<file path="src/rtl/pong_sync_gen.sv">
`default_nettype none
`timescale 1ns / 1ps
// +--------------------------------------------------------------------------+
// | Module   : pong_sync_gen                                                 |
// | Purpose  : Pong H/V counter chain with blank/sync latches and strobes.   |
// | Revision : 1.0  initial release                                          |
// +--------------------------------------------------------------------------+
module pong_sync_gen #(
  parameter int H_TOTAL      = 455,
  parameter int H_BLANK_END  = 80,
  parameter int H_SYNC_START = 32,
  parameter int H_SYNC_END   = 64,
  parameter int V_TOTAL      = 262,
  parameter int V_BLANK_END  = 16,
  parameter int V_SYNC_START = 4,
  parameter int V_SYNC_END   = 8
) (
  input  logic       clk,
  input  logic       reset,
  input  logic       ce,
  output logic [8:0] hcnt,
  output logic [8:0] vcnt,
  output logic       hreset,
  output logic       vreset,
  output logic       hblank,
  output logic       vblank,
  output logic       hsync_n,
  output logic       vsync_n,
  output logic       csync_n,
  output logic       frame_start
);

  // Windows must start after count 0 so the reset values match the decode.
  if (H_TOTAL < 2 || H_TOTAL > 512 || V_TOTAL < 2 || V_TOTAL > 512 ||
      H_BLANK_END < 1 || H_BLANK_END >= H_TOTAL ||
      H_SYNC_START < 1 || H_SYNC_END <= H_SYNC_START || H_SYNC_END >= H_TOTAL ||
      V_BLANK_END < 1 || V_BLANK_END >= V_TOTAL ||
      V_SYNC_START < 1 || V_SYNC_END <= V_SYNC_START || V_SYNC_END >= V_TOTAL) begin : g_bad_params
    $error("pong_sync_gen: invalid timing parameter set");
  end

  localparam logic [8:0] c_H_LAST       = 9'(H_TOTAL - 1);
  localparam logic [8:0] c_V_LAST       = 9'(V_TOTAL - 1);
  localparam logic [8:0] c_H_BLANK_END  = 9'(H_BLANK_END);
  localparam logic [8:0] c_H_SYNC_START = 9'(H_SYNC_START);
  localparam logic [8:0] c_H_SYNC_END   = 9'(H_SYNC_END);
  localparam logic [8:0] c_V_BLANK_END  = 9'(V_BLANK_END);
  localparam logic [8:0] c_V_SYNC_START = 9'(V_SYNC_START);
  localparam logic [8:0] c_V_SYNC_END   = 9'(V_SYNC_END);

  logic [8:0] r_hcnt;
  logic [8:0] r_vcnt;
  logic       r_hblank;
  logic       r_vblank;
  logic       r_hsync_n;
  logic       r_vsync_n;

  logic       w_h_wrap;
  logic       w_v_wrap;
  logic [8:0] w_hcnt_nxt;
  logic [8:0] w_vcnt_nxt;

  always_comb begin
    w_h_wrap   = (r_hcnt == c_H_LAST);
    w_v_wrap   = w_h_wrap && (r_vcnt == c_V_LAST);
    w_hcnt_nxt = w_h_wrap ? 9'd0 : r_hcnt + 9'd1;
    if (w_v_wrap) begin
      w_vcnt_nxt = 9'd0;
    end else if (w_h_wrap) begin
      w_vcnt_nxt = r_vcnt + 9'd1;
    end else begin
      w_vcnt_nxt = r_vcnt;
    end
  end

  // Flags are set/cleared on the edge the count enters/leaves the window,
  // so they track the counts with zero latency, like the original latches.
  always_ff @(posedge clk or posedge reset) begin
    if (reset) begin
      r_hcnt    <= 9'd0;
      r_vcnt    <= 9'd0;
      r_hblank  <= 1'b1;
      r_vblank  <= 1'b1;
      r_hsync_n <= 1'b1;
      r_vsync_n <= 1'b1;
    end else if (ce) begin
      r_hcnt <= w_hcnt_nxt;

      if (w_h_wrap) begin
        r_hblank <= 1'b1;
      end else if (w_hcnt_nxt == c_H_BLANK_END) begin
        r_hblank <= 1'b0;
      end

      if (w_hcnt_nxt == c_H_SYNC_START) begin
        r_hsync_n <= 1'b0;
      end else if (w_hcnt_nxt == c_H_SYNC_END) begin
        r_hsync_n <= 1'b1;
      end

      if (w_h_wrap) begin
        r_vcnt <= w_vcnt_nxt;

        if (w_v_wrap) begin
          r_vblank <= 1'b1;
        end else if (w_vcnt_nxt == c_V_BLANK_END) begin
          r_vblank <= 1'b0;
        end

        if (w_vcnt_nxt == c_V_SYNC_START) begin
          r_vsync_n <= 1'b0;
        end else if (w_vcnt_nxt == c_V_SYNC_END) begin
          r_vsync_n <= 1'b1;
        end
      end
    end
  end

  assign hcnt        = r_hcnt;
  assign vcnt        = r_vcnt;
  assign hblank      = r_hblank;
  assign vblank      = r_vblank;
  assign hsync_n     = r_hsync_n;
  assign vsync_n     = r_vsync_n;
  assign hreset      = w_h_wrap;
  assign vreset      = w_v_wrap;
  // Equal sync levels give high: horizontal pulses invert during vsync.
  assign csync_n     = ~(r_hsync_n ^ r_vsync_n);
  assign frame_start = (r_hcnt == 9'd0) && (r_vcnt == 9'd0);

endmodule
`default_nettype wire

</file>
<file path="config.mk">
export PLATFORM = sky130hd
export DESIGN_NAME = pong_sync_gen
export DESIGN_NICKNAME = d
export VERILOG_FILES = /design/src/rtl/pong_sync_gen.sv
export SDC_FILE = /design/constraint.sdc
export NUM_CORES = 1
export LEC_CHECK = 0
export ABC_CLOCK_PERIOD_IN_PS = 2300
export BUFFER_PORTS_ARGS = -buffer_cell sky130_fd_sc_hd__buf_2
export CORE_ASPECT_RATIO = 0.75
export CORE_MARGIN = 3
export CORE_UTILIZATION = 45
export CTS_CLUSTER_SIZE = 10
export DETAILED_ROUTE_END_ITERATION = 8
export PLACE_DENSITY = 0.69
export SETUP_SLACK_MARGIN = 0.02
export SYNTH_ARGS = -nofsm -noshare
export SYNTH_HDL_FRONTEND = slang
export SYNTH_SLANG_ARGS = --single-unit
</file>
<file path="constraint.sdc">
create_clock -name clk -period 2.3 [get_ports clk]
set_input_delay 0.23 -clock clk [delete_from_list [all_inputs] [get_ports clk]]
set_output_delay 0.23 -clock clk [all_outputs]
set_load 0.005 [all_outputs]
</file>
==> results.yml <==
cts:
  cts-htree-levels: 1
  cts.sinks: 22
  holdBufCountCts: 0
  cts_buffer_depth: 2
  tritoncts: "built"
  path_clk_slew_ps: 80
  numCtsBuffers: 3
  cts_root_buffer: "clkbuf_8"
  clkLatencyLatePin_ps: 260
power_and_ir_drop:
  power_switching_mw: 0.4356
  internal-power_mw: 0.8080
  p_comb_share_pct: 37.3
  leakagePower_nw: 0.8415
  swShare_pct: 35.03
  p_seq_share_pct: 40.1
  power.density_nw_per_um2: 666.6
  clockPowerShare_pct: 22.6
  ir_worst_vdd_uv: 635.2
  total_power_mw: 1.244
die:
  die_x_um: 72.95
  num_io_pins: 29
  die_area_um2: 4101
  start_util_pct: 49.05
  core_um2: 3084
  core.rowCount: 17
  die_y_um: 56.21
sta:
  period_needed_ps: 2177
  period_share_pct: 94.64
  hold_ws_ps: 125.7
  fmax_mhz: 459.4
  rsz0062_at_grt: "no"
  fin_tns_setup_ps: 0
  hold_viol_final: 0
  slew-limit-headroom_pct: 43.45
  finalClockSkew_ps: 1.804
  postLayoutSetupSlackWorst_ps: 123.4
  slew_viol_final: 0
  tightest_slew_ps: 847.3
  setup-violations-final: 0
cells_and_area:
  drive_above_1_share_pct: 33.02
  nets: 225
  diodes: 0
  final_cells: 253
  syn_to_final_growth_pct: 23.33
drt:
  wl_um: 4095
  first_pass_iters: 4
  post-route-drc-count: 0
  drt_iter0_drc: 157
  ant_nets: 0
  vias: 1511
  viasPerCell: 5.972
  wire_per_inst_um: 16.19
worst_setup_path:
  critical_path_required_ps: 2490
  critPathLaunchType: "flop"
  r2r-start: "hcnt[1]$_DFFE_PP0P_"
  path_max_fanout: 8
  crit_path_start: "hcnt[1]$_DFFE_PP0P_"
  arrival_ps: 2370
  crit_type: "reg -> reg"
  endpoint_kind: "flop"
logic_synthesis:
  synth_cells: 173
  synth_area_um2: 1513
  synth_top_area_share_pct: 29.78
  muxShareOfSynthArea_pct: 3.391
  synth_adder_area_share_pct: 4.963
  avgSynthCellArea_um2: 8.744
  ys_seq_area_share_pct: 36.72
  synth_compound_area_share_pct: 14.14
  synth_ff_type: "dfrtp_1"
  yosys.area.top_type: "dfrtp_1"
  ys_types: 44
  synth.area.top_cells: "dfrtp_1, dfstp_2, xnor2_1"
  synthTopCellsByCount: "nand2_1, dfrtp_1, o21ai_0, xnor2_1, inv_1"
  synth_xor_area_share_pct: 8.106
  synthesis.nets: 182
  synth_seq_cells: 22
  synthSimpleGateAreaFrac_pct: 27.05
  synth_top_family_by_area: "simple AND/OR/NAND/NOR gates"
  synthArstFlopShare_pct: 100.0
  synth-edff-count: 0
  yosys_warnings: 0
  yosysMostFrequentCell: "nand2_1"
global_route:
  grt_max_degree: 23
  antenna_found_initial: 0
  track_usage_pct: 20.71
  grt_pass1_vias: 1392
  grt_overflow: 0
  grt_pass1_wl_um: 6644
place:
  dp.cells: 248
  place.gp.congestion: 0.8614
  dpl.hpwl_um: 3120
  numPortBuffers: 28
  pre_cts_ws_ps: 12.72
min_path:
  hold_path.class: "in -> async"
status:
  status: "finished clean"
job:
  maxCapViolCount: 0
==> sequential cells by signal, summed over array words and instances (netlist names) <==
name / count
vblank: 1
vcnt: 9
hcnt: 9
vsync_n: 1
hsync_n: 1
hblank: 1
==> power by group through the flow <==
| stage | registers [mW] | logic (mW) | clock network [mW] |
|---|---|---|---|
| 4_1_cts | 0.492 | 0.453 | 0.294 |
| 2_1_floorplan | 0.522 | 0.253 | 0 |
| 3_3_place_gp | 0.496 | 0.439 | 0 |
| 6_report | 0.499 | 0.463 | 0.281 |
| 3_5_place_dp | 0.500 | 0.449 | 0 |
| 5_1_grt | 0.507 | 0.514 | 0.308 |
==> cell families after synthesis <==
| family | after synthesis |
|---|---|
| AND/OR/NAND/NOR | 75 |
| AO/OA/AOI/OAI | 32 |
| flip-flops | 22 |
| buffers and inverters | 19 |
| XOR/XNOR | 14 |
| adder cells (fa/ha/maj) | 6 |
| multiplexers | 5 |
==> final timing paths <==
check	to	slack (ps)	cells after the start
worst min register to register	vblank$_DFFE_PP1P_	490	2
min in group clk	hcnt[0]$_DFFE_PP0P_	370	2
worst max-delay path	hblank$_DFFE_PP1P_	120	7
worst min-delay path	hcnt[0]$_DFFE_PP0P_	130	2
worst max register to register	hblank$_DFFE_PP1P_	120	7
max in group asynchronous	hcnt[1]$_DFFE_PP0P_	1600	2
==> cells in the final DEF (no fill, tap or decap), types with 2 or more instances in the layout <==
cell       n
nor3_1     8
nor4b_1    4
buf_4     19
nand4_1    6
dfrtp_1   16
dfstp_2    4
a31oi_1    3
nand2_1   19
nand3_1    9
nor2b_1    3
ha_1       6
o21ai_1    3
or2_2      2
mux2i_1    3
and3_1     6
o21ai_0   12
a21oi_1    3
buf_2     28
xor2_1     2
inv_1      8
inv_2      2
a41oi_1    2
nor2_1     9
xnor2_1   12
dfrtp_2    2
clkbuf_8   4
==> critical path, cell delays in order, from the launching register on <==
cell     delay [ps]
dfrtp_2         460
ha_1            250
or2_2           280
a21oi_1         160
a21oi_1          60
nor3_1          290
a41oi_1         240
o32a_1          370
==> final cells by class <==
cell class                 count  area, um2
timing repair buffer          47      282.8
tap                           38      47.55
inverter                      10      37.54
sequential                    22      558.0
fill                         271       1219
clock buffer                   4      55.05
multi-input combinational    132      884.6
==> per-layer routing <==
metal / part of all wire (%) / GRT usage, % / up-vias / wire, um
met5: 0 / 0 / - / 0
met4: 1.1 / 3.684 / 0 / 47
met3: 7.4 / 4.513 / 8 / 303
met2: 44 / 30.33 / 65 / 1806
met1: 47 / 31.25 / 739 / 1938
li1: - / - / 699 / -
==> through the flow <==
| stage | cell area [um2] | util [%] |
|---|---|---|
| detailed placement | 1788 | 57.97 |
| global route | 1866 | 60.49 |
| global placement | 1788 | 57.97 |
| CTS | 1846 | 59.84 |
| finish | 1866 | 60.49 |
| floorplan | 1513 | - |
==> timing repair <==
action                     CTS  global route
resized for setup            2             5
setup buffers                0             1
setup endpoints to repair    3            11
cloned                       0             0
pin swaps                    0             3
Power figures use the tool's default switching activity.
